==> src/rtl/uart_byte_display_sched.sv <==
// Byte FIFO plus hold-time scheduler feeding a two-digit 7-segment display.
// Build option: define DISPLAY_BLANK_ON_IDLE_EN to blank the display once the queue drains.
module uart_byte_display_sched #(
    parameter int HOLD_CLKS  = 25000000,
    parameter int FIFO_DEPTH = 4
) (
    input  logic                        i_Clk,
    input  logic                        i_Rst_L,
    input  logic                        i_RX_DV,
    input  logic [7:0]                  i_RX_Byte,
    input  logic                        i_Advance,
    output logic [7:0]                  o_Display_Byte,
    output logic                        o_Display_Valid,
    output logic [$clog2(FIFO_DEPTH):0] o_Fifo_Count,
    output logic                        o_Fifo_Full,
    output logic                        o_Overflow
);
    localparam int PTR_W  = $clog2(FIFO_DEPTH);
    localparam int CNT_W  = PTR_W + 1;
    localparam int HOLD_W = $clog2(HOLD_CLKS);
    localparam logic [CNT_W-1:0]  FULL_CNT = CNT_W'(FIFO_DEPTH);
    localparam logic [HOLD_W-1:0] HOLD_END = HOLD_W'(HOLD_CLKS - 1);

    typedef enum logic {S_IDLE, S_SHOW} state_e;

    state_e            state_q, state_d;
    logic [7:0]        mem_q [FIFO_DEPTH];
    logic [PTR_W-1:0]  wr_ptr_q, wr_ptr_d;
    logic [PTR_W-1:0]  rd_ptr_q, rd_ptr_d;
    logic [CNT_W-1:0]  count_q, count_d;
    logic [HOLD_W-1:0] hold_q, hold_d;
    logic [7:0]        disp_q, disp_d;
    logic              valid_q, valid_d;
    logic              ovf_q, ovf_d;
    logic              fifo_empty, fifo_full, push, pop, hold_end;

    always_comb begin
        fifo_empty = (count_q == '0);
        fifo_full  = (count_q == FULL_CNT);
        push       = i_RX_DV && !fifo_full;
        hold_end   = (state_q == S_SHOW) && ((hold_q == HOLD_END) || i_Advance);
        // Pop decisions use the pre-edge count, so a byte arriving on the
        // drain edge waits one clock and is picked up from S_IDLE.
        pop        = !fifo_empty && ((state_q == S_IDLE) || hold_end);

        state_d  = state_q;
        hold_d   = hold_q;
        disp_d   = disp_q;
        valid_d  = valid_q;
        count_d  = count_q;
        ovf_d    = ovf_q | (i_RX_DV && fifo_full);
        wr_ptr_d = push ? wr_ptr_q + PTR_W'(1) : wr_ptr_q;
        rd_ptr_d = pop  ? rd_ptr_q + PTR_W'(1) : rd_ptr_q;

        if (push && !pop) begin
            count_d = count_q + CNT_W'(1);
        end else if (pop && !push) begin
            count_d = count_q - CNT_W'(1);
        end

        if (pop) begin
            disp_d  = mem_q[rd_ptr_q];
            valid_d = 1'b1;
            hold_d  = '0;
            state_d = S_SHOW;
        end else if (hold_end) begin
            state_d = S_IDLE;
`ifdef DISPLAY_BLANK_ON_IDLE_EN
            valid_d = 1'b0;
            disp_d  = 8'h00;
`endif
        end else if (state_q == S_SHOW) begin
            hold_d = hold_q + HOLD_W'(1);
        end
    end

    // Storage carries no reset; the pointers and count define its contents.
    always_ff @(posedge i_Clk) begin
        if (push) begin
            mem_q[wr_ptr_q] <= i_RX_Byte;
        end
    end

    always_ff @(posedge i_Clk or negedge i_Rst_L) begin
        if (!i_Rst_L) begin
            state_q  <= S_IDLE;
            wr_ptr_q <= '0;
            rd_ptr_q <= '0;
            count_q  <= '0;
            hold_q   <= '0;
            disp_q   <= 8'h00;
            valid_q  <= 1'b0;
            ovf_q    <= 1'b0;
        end else begin
            state_q  <= state_d;
            wr_ptr_q <= wr_ptr_d;
            rd_ptr_q <= rd_ptr_d;
            count_q  <= count_d;
            hold_q   <= hold_d;
            disp_q   <= disp_d;
            valid_q  <= valid_d;
            ovf_q    <= ovf_d;
        end
    end

    assign o_Display_Byte  = disp_q;
    assign o_Display_Valid = valid_q;
    assign o_Fifo_Count    = count_q;
    assign o_Fifo_Full     = fifo_full;
    assign o_Overflow      = ovf_q;

endmodule
==> config.mk <==
export PLATFORM = sky130hd
export DESIGN_NAME = uart_byte_display_sched
export DESIGN_NICKNAME = d
export VERILOG_FILES = /design/src/rtl/uart_byte_display_sched.sv
export SDC_FILE = /design/constraint.sdc
export NUM_CORES = 1
export LEC_CHECK = 0
export CAP_MARGIN = 20
export CORE_MARGIN = 8
export CORE_UTILIZATION = 52
export CTS_CLUSTER_DIAMETER = 120
export CTS_CLUSTER_SIZE = 20
export DETAILED_ROUTE_END_ITERATION = 16
export DONT_BUFFER_PORTS = 1
export GPL_TIMING_DRIVEN = 0
export HOLD_SLACK_MARGIN = 0.1
export PLACE_DENSITY = 0.7
export SLEW_MARGIN = 40
export SYNTH_ARGS = -nofsm -noshare
export SYNTH_HDL_FRONTEND = slang
export SYNTH_SLANG_ARGS = --single-unit
==> constraint.sdc <==
create_clock -name i_Clk -period 3.1 [get_ports i_Clk]
set_clock_uncertainty 0.2 [all_clocks]
set_input_delay 0.31 -clock i_Clk [delete_from_list [all_inputs] [get_ports i_Clk]]
set_output_delay 0.31 -clock i_Clk [all_outputs]
set_load 0.03 [all_outputs]
==> out/results.txt <==
Post-Place Cell Area: 3570 µm²
Cell count after synthesis: 257
Area grow syn2layout: 12.4%
RSZ-0062 raised after global routing: false
Reg2reg end: o_Fifo_Count[1]$_DFFE_PN0P_
Max-cap violations: 0
Synth unique cells: 49
Critical path peak fanout: 8
Post-Synth Simple-Gate Area: 14.5%
Arr. time, crit path: 2.92 ns
Cell Area, Synth: 3470 µm²
First-pass GRT wire length: 11.1 mm
DR pass1 iterations: 4
EDFF count, synth: 32
Area of the core: 6390 µm²
Post-route ant nets: 0
IO Count: 26
Post-CTS setup buffer count: 0
Register bit count reported by yosys: 75
Critical Path RT: 3.13 ns
Startpoint types: flip-flop
Mean post-synth cell area: 13.5 µm²
Synth Area in Compound Gates: 9.42%
Pre-CTS WS: 0.0150 ns
Routed len/inst: 18.1 µm
Crit path cell chain: nor3b_2, nor2b_1, clkbuf_1, ha_1, inv_1, fa_1, mux2_2
Layout cells sized above 1: 20.2%
CTS clk-pin slew, worst paths: 0.07 ns
Syn. warnings: 0
Synth async-reset ratio: 57.3%
All-Layer GR Usage: 14.5%
Final Hold Viols: 0
Worst path bufs/invs: 2
Setup CP Type: flip-flop to flip-flop
Setup TNS: 0 ns
Via density: 5.96
Multi-input logic area: 1350 µm²
Peak supply drop: 0.000574 V
GRT Residual Overflow: 0
Die Ht: 97.7 µm
Clock Path Buffers: 2
Main combinational cell family by area after synthesis: simple AND/OR/NAND/NOR gates
Inserted Diodes: 0
Slew Limit Fails: 0
Register area share after synthesis: 58.7%
Reg2Reg Depth: 7
Max Freq: 346 MHz
Commonest register cell after synthesis: dfrtp_1
Slowest cell on the critical path: dfrtp_1
Post-synth top area cell: dfrtp_1
Synth cell count leaders: dfrtp_1 (43), edfxtp_1 (32), nand2_1 (19), nand3_1 (12)
Min-delay src: i_RX_DV
PortBufs: 0
Rows: 29
Setup WS post-layout: 0.207 ns
Register area: 2040 µm²
Antenna violations before repair: 0
Die width: 97.7 µm
Crit share post-route: 93.3%
Detail Placement HPWL: 4.38 mm
TritonCTS clock tree: done
Clock Sinks: 75
Post-layout min period: 2.89 ns
Syn_nets: 276
Pwr dens: 792 nW/µm²
Mux contribution to synthesized area: 9.52%
Status: complete, no violations
Clock Latency Late Sink: 0.34 ns
Worst R2R Setup Slack: 0.21 ns
Clock root buffer: clkbuf_8
Fill cell count: 484
H-tree depth: 3
Die area: 9540 µm²
Final setup violation count: 0
Total CTS buffers: 9
Top-area cell type share of the netlist area: 31.0%
Design area: 3900 µm²
Total wire length: 6.50 mm
Hold crit path type: primary input to flip-flop
CP delay by family, top: simple AND/OR/NAND/NOR gates
Most frequent cell after synthesis: dfrtp_1
Post-Synth Adder-Cell Area: 2.74%
Worst-Margin Slew: 0.641 ns
Leakage: 0.00158 µW
Nets: 298
Starting density of the core: 54.3%
Hold Crit Endpoint: wr_ptr_q[0]$_DFFE_PN0P_
Worst rel slew slack: 57.1%
Worst stage delay on the critical path: 0.63 ns
Placed cell count: 334
Vias: 2138
Drt drc: 0
FF-to-FF Start: o_Fifo_Count[2]$_DFFE_PN0P_
Number of DRC markers in iteration 0: 97
XOR/XNOR Fraction of Synth Area: 2.02%
Vias in the first global route: 2199
Final cell count without fillers: 359
Synth area leaders: dfrtp_1 (31%), edfxtp_1 (28%), mux4_2 (5.2%)
Largest net degree at the start of global routing: 44
Gpl congestion: 0.822
Utilization after layout: 61.1%
Critical path capture point type: flip-flop
WHS Path Cells: 3
-- state kept, by name, indices dropped and copies added, names as in the netlist --
name / flops
o_Fifo_Count: 3
o_Overflow: 1
state_q: 1
hold_q: 25
wr_ptr_q: 2
rd_ptr_q: 2
o_Display_Byte: 8
mem_q: 32
o_Display_Valid: 1
-- repair_timing --
item | in CTS | in global routing
resized for setup | 0 | 3
setup endpoints to repair | 0 | 2
endpoints found under the hold margin | 76 | 0
hold buffers | 11 | 0
-- tightest hold or removal path: cells and delay by family --
family / cells / cell delay (ns)
buf+inv: 1 / 0.18
xor+xnor: 1 / 0.16
simple gates: 1 / 0.10
-- cell families after synthesis --
| group | Yosys count |
|---|---|
| adder cells (fa/ha/maj) | 7 |
| buffers and inverters | 17 |
| flip-flops | 75 |
| AO/OA/AOI/OAI | 43 |
| XOR/XNOR | 8 |
| AND/OR/NAND/NOR | 87 |
| multiplexers | 20 |
-- report_power, final --
group          internal [µW]  total, µW  leakage (µW)  switching (µW)
Combinational            400        808      0.000644             407
Sequential              1260       1580      0.000842             315
Clock                    361        706     0.0000926             344
Total                   2020       3090       0.00158            1070
-- cell type report --
type / instances / share of cell area [%]
inverters: 6 / 0.577
repair buffers: 11 / 3.27
plain buffers: 11 / 2.15
clock inverters: 5 / 1.44
multi-input cells: 165 / 34.7
clock buffers: 9 / 3.18
flip-flops and latches: 75 / 52.2
well taps: 77 / 2.47
-- layout by cell type, fill, tap and decap left out, drive strengths merged, types with 5 or more instances in the layout --
| cell | Yosys | layout |
|---|---|---|
| ha | 6 | 6 |
| dfrtp | 43 | 43 |
| nand2 | 19 | 19 |
| a31oi | 11 | 11 |
| edfxtp | 32 | 32 |
| nand4 | 8 | 8 |
| xor2 | 5 | 5 |
| clkbuf | 3 | 13 |
| nor3 | 5 | 5 |
| dlygate4sd3 | 0 | 10 |
| inv | 6 | 6 |
| a21oi | 5 | 5 |
| mux4 | 8 | 8 |
| nand3 | 12 | 12 |
| nor2 | 13 | 13 |
| nand2b | 6 | 6 |
| o21ai | 12 | 12 |
| and3 | 8 | 8 |
| buf | 8 | 8 |
| mux2 | 9 | 9 |
-- metal layers --
metal	GRT usage, %	part of all wire [%]
met5	0	0
met4	6.18	1.6
met3	4.62	4.8
met2	22.2	48
met1	18.3	45
-- through the flow --
| stage | power [µW] | hold slack (ns) |
|---|---|---|
| 2_1_floorplan | 2180 | -0.186 |
| 3_3_place_gp | 2340 | -0.184 |
| 3_5_place_dp | 2380 | -0.185 |
| 4_1_cts | 3110 | 0.238 |
| 5_1_grt | 3260 | 0.271 |
| 6_report | 3090 | 0.254 |
-- worst max-delay path by stage --
stage	cells past startpoint	slack [ns]	end	startpoint
finish	7	0.21	o_Fifo_Count[1]$_DFFE_PN0P_	o_Fifo_Count[2]$_DFFE_PN0P_
global placement	10	-0.34	o_Fifo_Count[2]$_DFFE_PN0P_	o_Fifo_Count[0]$_DFFE_PN0P_
detailed placement	11	0.02	o_Fifo_Count[1]$_DFFE_PN0P_	hold_q[0]$_DFFE_PN0P_
floorplan	7	0.12	o_Fifo_Count[1]$_DFFE_PN0P_	o_Fifo_Count[2]$_DFFE_PN0P_
global route	10	0.007	o_Fifo_Count[1]$_DFFE_PN0P_	hold_q[7]$_DFFE_PN0P_
CTS	11	0.002	o_Fifo_Count[1]$_DFFE_PN0P_	hold_q[0]$_DFFE_PN0P_
Note: power is estimated with default switching activity, not from simulation.
